### config.mk
export PLATFORM = sky130hd
export DESIGN_NAME = esp_uart_txq
export DESIGN_NICKNAME = d
export VERILOG_FILES = /design/src/rtl/esp_uart_txq.sv
export SDC_FILE = /design/constraint.sdc
export NUM_CORES = 1
export LEC_CHECK = 0
export ABC_AREA = 1
export BUFFER_PORTS_ARGS = -buffer_cell sky130_fd_sc_hd__buf_2
export CAP_MARGIN = 20
export CORE_MARGIN = 3
export CORE_UTILIZATION = 40
export DETAILED_ROUTE_END_ITERATION = 10
export PLACE_DENSITY_LB_ADDON = 0.15
export SLEW_MARGIN = 20
export SYNTH_ARGS = -nofsm -noshare
export SYNTH_HDL_FRONTEND = slang
export SYNTH_SLANG_ARGS = --single-unit
### constraint.sdc
create_clock -name clk -period 5.9 [get_ports clk]
set_clock_uncertainty 0.2 [all_clocks]
set_input_delay 0.885 -clock clk [delete_from_list [all_inputs] [get_ports clk]]
set_output_delay 0.885 -clock clk [all_outputs]
set_load 0.01 [all_outputs]
### src/rtl/esp_uart_txq.sv
`default_nettype none
// ============================================================================
// Module      : esp_uart_txq
// Description : Buffered UART transmit path: byte FIFO feeding an 8N1
//               serializer with CTS flow control and break generation.
// Revision    : 1.0 - initial release
// ============================================================================
module esp_uart_txq #(
    parameter int unsigned BAUD_DIV   = 25,
    parameter int unsigned FIFO_AW    = 4,
    parameter int unsigned BREAK_BITS = 12
) (
    input  logic       clk,
    input  logic       rst,
    input  logic [7:0] wrdata,
    input  logic       wr_en,
    output logic       txfifo_full,
    output logic       txfifo_empty,
    output logic       txfifo_overflow,
    input  logic       tx_break,
    output logic       tx_idle,
    output logic       uart_txd,
    input  logic       uart_cts
);

    localparam int unsigned      c_DEPTH    = 2 ** FIFO_AW;
    localparam int unsigned      c_TW       = $clog2(BAUD_DIV);
    localparam int unsigned      c_BW       = $clog2(BREAK_BITS + 1);
    localparam logic [c_TW-1:0]  c_TMAX     = c_TW'(BAUD_DIV - 1);
    localparam logic [c_BW-1:0]  c_BRK_LAST = c_BW'(BREAK_BITS - 1);
    localparam logic [FIFO_AW:0] c_FULL     = (FIFO_AW + 1)'(c_DEPTH);

    localparam logic [2:0] S_IDLE  = 3'd0;
    localparam logic [2:0] S_START = 3'd1;
    localparam logic [2:0] S_DATA  = 3'd2;
    localparam logic [2:0] S_STOP  = 3'd3;
    localparam logic [2:0] S_BREAK = 3'd4;
    localparam logic [2:0] S_MARK  = 3'd5;

    logic [7:0]         r_mem [c_DEPTH];
    logic [FIFO_AW-1:0] r_wr_ptr;
    logic [FIFO_AW-1:0] r_rd_ptr;
    logic [FIFO_AW:0]   r_count;
    logic               r_overflow;
    logic               r_cts_meta;
    logic               r_cts_s;
    logic [2:0]         r_state;
    logic [c_TW-1:0]    r_timer;
    logic [2:0]         r_bit_idx;
    logic [7:0]         r_shift;
    logic [c_BW-1:0]    r_brk_cnt;
    logic               r_txd;

    logic w_full;
    logic w_empty;
    logic w_tick;
    logic w_pop;
    logic w_push;

    assign w_full  = (r_count == c_FULL);
    assign w_empty = (r_count == '0);
    assign w_tick  = (r_timer == '0);

    // A frame may start from IDLE or directly off the last STOP cycle so that
    // queued bytes go out back-to-back with no idle gap.
    assign w_pop  = !w_empty && !r_cts_s && !tx_break &&
                    ((r_state == S_IDLE) || ((r_state == S_STOP) && w_tick));
    assign w_push = wr_en && (!w_full || w_pop);

    assign txfifo_full     = w_full;
    assign txfifo_empty    = w_empty;
    assign txfifo_overflow = r_overflow;
    assign tx_idle         = (r_state == S_IDLE) && w_empty;
    assign uart_txd        = r_txd;

    always_ff @(posedge clk) begin
        if (w_push) begin
            r_mem[r_wr_ptr] <= wrdata;
        end
    end

    always_ff @(posedge clk or posedge rst) begin
        if (rst) begin
            r_wr_ptr   <= '0;
            r_rd_ptr   <= '0;
            r_count    <= '0;
            r_overflow <= 1'b0;
            r_cts_meta <= 1'b0;
            r_cts_s    <= 1'b0;
        end else begin
            r_cts_meta <= uart_cts;
            r_cts_s    <= r_cts_meta;
            r_overflow <= wr_en && !w_push;
            if (w_push) begin
                r_wr_ptr <= r_wr_ptr + FIFO_AW'(1);
            end
            if (w_pop) begin
                r_rd_ptr <= r_rd_ptr + FIFO_AW'(1);
            end
            case ({w_push, w_pop})
                2'b10:   r_count <= r_count + (FIFO_AW + 1)'(1);
                2'b01:   r_count <= r_count - (FIFO_AW + 1)'(1);
                default: r_count <= r_count;
            endcase
        end
    end

    always_ff @(posedge clk or posedge rst) begin
        if (rst) begin
            r_state   <= S_IDLE;
            r_timer   <= '0;
            r_bit_idx <= '0;
            r_shift   <= '0;
            r_brk_cnt <= '0;
            r_txd     <= 1'b1;
        end else begin
            if (!w_tick) begin
                r_timer <= r_timer - c_TW'(1);
            end
            case (r_state)
                S_IDLE: begin
                    if (tx_break) begin
                        r_state   <= S_BREAK;
                        r_txd     <= 1'b0;
                        r_timer   <= c_TMAX;
                        r_brk_cnt <= '0;
                    end else if (w_pop) begin
                        r_state <= S_START;
                        r_txd   <= 1'b0;
                        r_timer <= c_TMAX;
                        r_shift <= r_mem[r_rd_ptr];
                    end
                end
                S_START: begin
                    if (w_tick) begin
                        r_state   <= S_DATA;
                        r_txd     <= r_shift[0];
                        r_shift   <= r_shift >> 1;
                        r_bit_idx <= '0;
                        r_timer   <= c_TMAX;
                    end
                end
                S_DATA: begin
                    if (w_tick) begin
                        r_timer <= c_TMAX;
                        if (r_bit_idx == 3'd7) begin
                            r_state <= S_STOP;
                            r_txd   <= 1'b1;
                        end else begin
                            r_txd     <= r_shift[0];
                            r_shift   <= r_shift >> 1;
                            r_bit_idx <= r_bit_idx + 3'd1;
                        end
                    end
                end
                S_STOP: begin
                    if (w_tick) begin
                        if (w_pop) begin
                            r_state <= S_START;
                            r_txd   <= 1'b0;
                            r_timer <= c_TMAX;
                            r_shift <= r_mem[r_rd_ptr];
                        end else begin
                            r_state <= S_IDLE;
                        end
                    end
                end
                S_BREAK: begin
                    // Release is only honoured on a bit boundary once the
                    // minimum break length has been served.
                    if (w_tick) begin
                        r_timer <= c_TMAX;
                        if ((r_brk_cnt >= c_BRK_LAST) && !tx_break) begin
                            r_state <= S_MARK;
                            r_txd   <= 1'b1;
                        end else if (r_brk_cnt < c_BRK_LAST) begin
                            r_brk_cnt <= r_brk_cnt + c_BW'(1);
                        end
                    end
                end
                S_MARK: begin
                    if (w_tick) begin
                        r_state <= S_IDLE;
                    end
                end
                default: begin
                    r_state <= S_IDLE;
                    r_txd   <= 1'b1;
                end
            endcase
        end
    end

endmodule
`default_nettype wire

Yosys cells after proc, flatten, opt, wreduce, memory -nomap -nowiden
Memory sizes are Yosys's and may differ from the RTL's.
Index checks and enable logic that the tools add are counted.

word-level totals
  bits in registers = 40
  bits in writable memories = 128
  output and inout bits = 5
  word-level logic and storage cells = 117
  memories kept = 1

memory list
  name   words  bits a word  read ports  clocked after Yosys merged registers in  wr ports  line  source
  r_mem  16     8            1           0                                        1         40    logic [7:0] r_mem [c_DEPTH];

cells by class
  add/subtract/negate cells = 7
  $lt $le $gt $ge = 2
  equality and inequality tests = 22
  multiplexer cells = 44
  bitwise logic cells = 1
  reductions and logical operators = 28

operators by type and width
  operator               number
  $mux W8                6
  $mux W3                11
  $pmux W8 S4            1
  $mux W5                5
  $ne A2 B2 Y1 const B   12
  $pmux W3 S6            1
  $mux W4                4
  $pmux W5 S3            1
  $add A4 B1 Y4 const B  3
  $reduce_and A6 Y1      2
  $mux W1                11
  $logic_not A5 Y1       2
  $pmux W5 S2            1
  $sub A5 B1 Y5 const B  2
  $eq A3 B3 Y1 const B   3
  $logic_and A1 B1 Y1    8
  $pmux W4 S2            1
  $reduce_and A8 Y1      1
  $eq A3 B2 Y1 const B   2
  $pmux W1 S6            1
  $pmux W3 S2            1
  $reduce_bool A2 Y1     3
  $add A5 B1 Y5 const B  1
  $eq A5 B5 Y1 const B   1
  other kinds (15)       20

Depth between registers and ports, before layout
  depth in word-level cells = 9
  gate-level depth with buffers = 15

Worst setup path after synthesis
Ideal clock, no wire load.

  kind = input to register
  start point = input port tx_break
  end point = register r_count[4]
  library setup time = 113 ps
  arrival time = 2,143 ps
  required time = 5,587 ps
  path slack = 3,445 ps
  cell stages on the path = 12
  path buffers = 0
  path through = nor2_4 nand3_2 inv_1 ha_1 inv_1 o21ai_0 a21oi_1 inv_1 nand3_1 nand3_1 nand2_1 inv_1

on the way
  cells in the longest elaborated chain, start to end = 7

RTL lines
  element                                            line  source
  from (decl)                                        20    input logic tx_break,
  $logic_not A1 Y1 (*)                               66    assign w_pop = !w_empty && !r_cts_s && !tx_break &&
  $logic_and A1 B1 Y1 (*) (2 in a row)               66
  $logic_or A1 B1 Y1                                 68    assign w_push = wr_en && (!w_full || w_pop);
  $logic_and A1 B1 Y1                                68
  $eq A2 B1 Y1 or $eq A2 B2 Y1 (tied branches)       100   case ({w_push, w_pop})
  $pmux W5 S2 or $reduce_bool A2 Y1 (tied branches)  n/a
  to (signal assigned)                               101   2'b10: r_count <= r_count + (FIFO_AW + 1)'(1);
  to (signal assigned)                               102   2'b01: r_count <= r_count - (FIFO_AW + 1)'(1);
  to (signal assigned)                               103   default: r_count <= r_count;
  to (decl)                                          43    logic [FIFO_AW:0] r_count;

Mark *: on every way between the ends. The rest lies on a longest branch, timed or not.
A chain may end at the register's enable or synchronous reset.

Worst setup path after layout
  start point = register r_timer[0]
  end point = memory r_mem[4][2], enable pin

on the way
  cells in the longest elaborated chain, start to end = 8

RTL lines
  element                        line  source
  from (decl)                    48    logic [c_TW-1:0] r_timer;
  from (signal assigned)         118   r_timer <= r_timer - c_TW'(1);
  from (signal assigned)         125   r_timer <= c_TMAX;
  from (signal assigned)         130   r_timer <= c_TMAX;
  $logic_not A5 Y1               62    assign w_tick = (r_timer == '0);
  $logic_and A1 B1 Y1            67    ((r_state == S_IDLE) || ((r_state == S_STOP) && w_tick));
  $logic_or A1 B1 Y1             67
  $logic_and A1 B1 Y1            66
  $logic_or A1 B1 Y1             68
  $logic_and A1 B1 Y1            68
  $mux W1                        77    if (w_push) begin
  $mux W1 (implied by the code)  78    r_mem[r_wr_ptr] <= wrdata;
  to (decl)                      40

No other way between the ends.

==> results_dict.tcl <==
set metrics [dict create \
    wl_per_cell_um 17.1 \
    syn_inst 716 \
    relSlewSlack 0.421 \
    crit_arrival_ns 2.86 \
    place_congestion 0.850 \
    first_global_vias 5001 \
    startpoint_type "flop" \
    busiest_layer "met2" \
    ys.flop_type "edfxtp_1" \
    numCtsBuffers 17 \
    finalCriticalPeriod_ns 3.02 \
    drive_gt1_frac 0.111 \
    synth_fp_nets 743 \
    setup_viol 0 \
    port_buffers 17 \
    maxCapViolCount 0 \
    grt_use_met1 0.240 \
    coreArea_um2 18100 \
    synthArstFlopShare 0.238 \
    clock_path_buffers 2 \
    ctsHtreeMaxLevel 4 \
    cp.required_ns 5.74 \
    hpwl_um 10800 \
    whs_ns 0.157 \
    drc 0 \
    timing.fmax_mhz 331 \
    place_inst 939 \
    clkTransAtPathRegs_ns 0.07 \
    final_nets 756 \
    area_growth_pct 11.5 \
    cp-end-kind "flop" \
    p_leak_nw 3.27 \
    vdd_drop_max_mv 0.218 \
    fin_cells 971 \
    drt_wl_total_um 16600 \
    ant_nets 0 \
    grtUsageTotal 0.171 \
    status "completed" \
    clkLatencyLatePin_ns 0.43 \
    synth.area.top_cells "edfxtp_1 (51%), dfrtp_1 (13%), nor2_1 (7.6%)" \
    ys_types 36 \
    worstMarginPinSlew_ns 0.863 \
    grt_max_degree 69 \
    ys_seq_elements 168 \
    path_max_fanout 12 \
    grt_util_met2 0.268 \
    clkSinkCount 168 \
    syn_area_per_cell_um2 10.4 \
    fp.dieArea_um2 20300 \
    drtIter0Drc 366 \
    dr.pass1.iters 5 \
    hold_violations 0 \
    yosysMostFrequentCell "nor2_1" \
    start_util 0.411 \
    slew_violations 0 \
    worstSetupPathType "flop to flop" \
    n_antenna_cell 0 \
    grt_pass1_wl_um 26900 \
    min_period_over_period 0.511 \
    rsz0062_at_grt "false" \
    ctsHoldBuffers 0 \
    row_count 49 \
    ctsResizeCount 0 \
    cts_tree "done" \
    chipWidth_um 143 \
    grt_overflow 0 \
    synth_top_area_cell "edfxtp_1" \
    grt_antenna_before_repair 0 \
    yosysWarnings 0 \
    drt-vias-per-instance 5.22 \
    fin_tns_setup_ns 0 \
    synthesis.area_um2 7460 \
    cellPowerDensity_nw_per_um2 501 \
    fp.dieH_um 143 \
    io_pins 18 \
    ys_seq_area_frac 0.649 \
    synth_edf_count 128 \
    via_count 5066 \
    synth_top_area_share 0.515 \
    synth_common_cells "nor2_1 (152), edfxtp_1 (128), nand2_1 (111)" \
    hp-class "flop to flop" \
    grt_util_met3 0.0306 \
    post_cts.repair.setup_buffers 0 \
    clockRootBuffer "clkbuf_16" \
]
## kinds of logic after synthesis
logic type | after synthesis | share of synthesized area
buffers and inverters | 67 | 0.0372
AND/OR/NAND/NOR | 357 | 0.204
XOR/XNOR | 12 | 0.0141
flip-flops | 168 | 0.649
AO/OA/AOI/OAI | 98 | 0.0711
adder cells (fa/ha/maj) | 14 | 0.0245
## final cells by class
type | count | area (um2)
Multi-Input combinational cell | 481 | 2340
Sequential cell | 168 | 4850
Inverter | 40 | 153
Timing Repair Buffer | 21 | 115
Tap cell | 229 | 287
Clock buffer | 20 | 447
Fill cell | 1666 | 9820
Clock inverter | 12 | 138
## routing by layer
| layer | wire (um) | share of wire |
|---|---|---|
| met1 | 7540 | 0.46 |
| met2 | 7920 | 0.48 |
| met3 | 740 | 0.045 |
| met4 | 371 | 0.022 |
| met5 | 0 | 0 |
## cell usage in the layout, fill, tap and decap left out, types with 2 or more instances in the layout
cell type	count
inv_2	2
nor2_4	2
clkbuf_1	2
nand3_1	66
inv_1	31
xor2_1	8
clkinv_4	4
nand3_2	3
nor3_1	2
buf_4	4
o21ai_1	2
edfxtp_1	128
nor2_1	152
clkbuf_16	17
nand2_2	11
clkinv_1	6
dfrtp_1	38
ha_1	13
buf_2	17
o31ai_1	2
o21a_1	3
nand2_4	2
o211ai_1	4
xnor2_1	4
nor2_2	6
nand2_1	111
o21ai_0	77
inv_6	3
a21oi_1	7
inv_8	2
## state kept, by name, summed over array words and instances, names as in the netlist
register	flops
uart_txd	1
r_cts_meta	1
r_cts_s	1
r_state	3
r_brk_cnt	4
r_wr_ptr	4
r_timer	5
r_rd_ptr	4
txfifo_overflow	1
r_shift	8
r_bit_idx	3
r_count	5
r_mem	128
## path summary, 6_finish.rpt
kind | start | to | slack, ns | cells past startpoint
min in group asynchronous | rst | r_wr_ptr[0] | 0.37 | 3
worst min-delay path | r_cts_meta | r_cts_s | 0.16 | 0
worst max register to register | r_timer[0] | r_mem[4][2] | 2.88 | 10
worst max-delay path | r_timer[0] | r_mem[4][2] | 2.88 | 10
worst min register to register | r_cts_meta | r_cts_s | 0.16 | 0
max in group asynchronous | rst | r_rd_ptr[0] | 4.71 | 3
## critical path, stage by stage, from the launching register on
cell and delay, ns:
dfrtp_1 0.40, inv_1 0.08, ha_1 0.22, nand3_2 0.27
o21ai_4 0.29, nand2_4 0.11, nand2_2 0.08, nand2_2 0.11
inv_4 0.12, nand2_2 0.10, nor2_1 0.66
## per-stage QoR
stage | area, um2 | util | setup slack (ns) | power (mW)
finish | 8330 | 0.459 | 2.88 | 4.17
global route | 8330 | 0.459 | 2.67 | 4.48
CTS | 8330 | 0.459 | 2.86 | 4.21
detailed placement | 7740 | 0.427 | 2.87 | 3.11
global placement | 7740 | 0.427 | 2.96 | 3.09
floorplan | 7460 | - | 3.44 | 2.72
## where the power goes
part / total [mW] / switching [mW] / internal (mW) / leakage [nW]
sequential: 1.59 / 0.123 / 1.47 / 1.65
clock: 1.10 / 0.490 / 0.609 / 0.282
combinational: 1.48 / 1.01 / 0.467 / 1.34
total: 4.17 / 1.63 / 2.55 / 3.27
No activity file was read; power rests on OpenSTA's default activity.
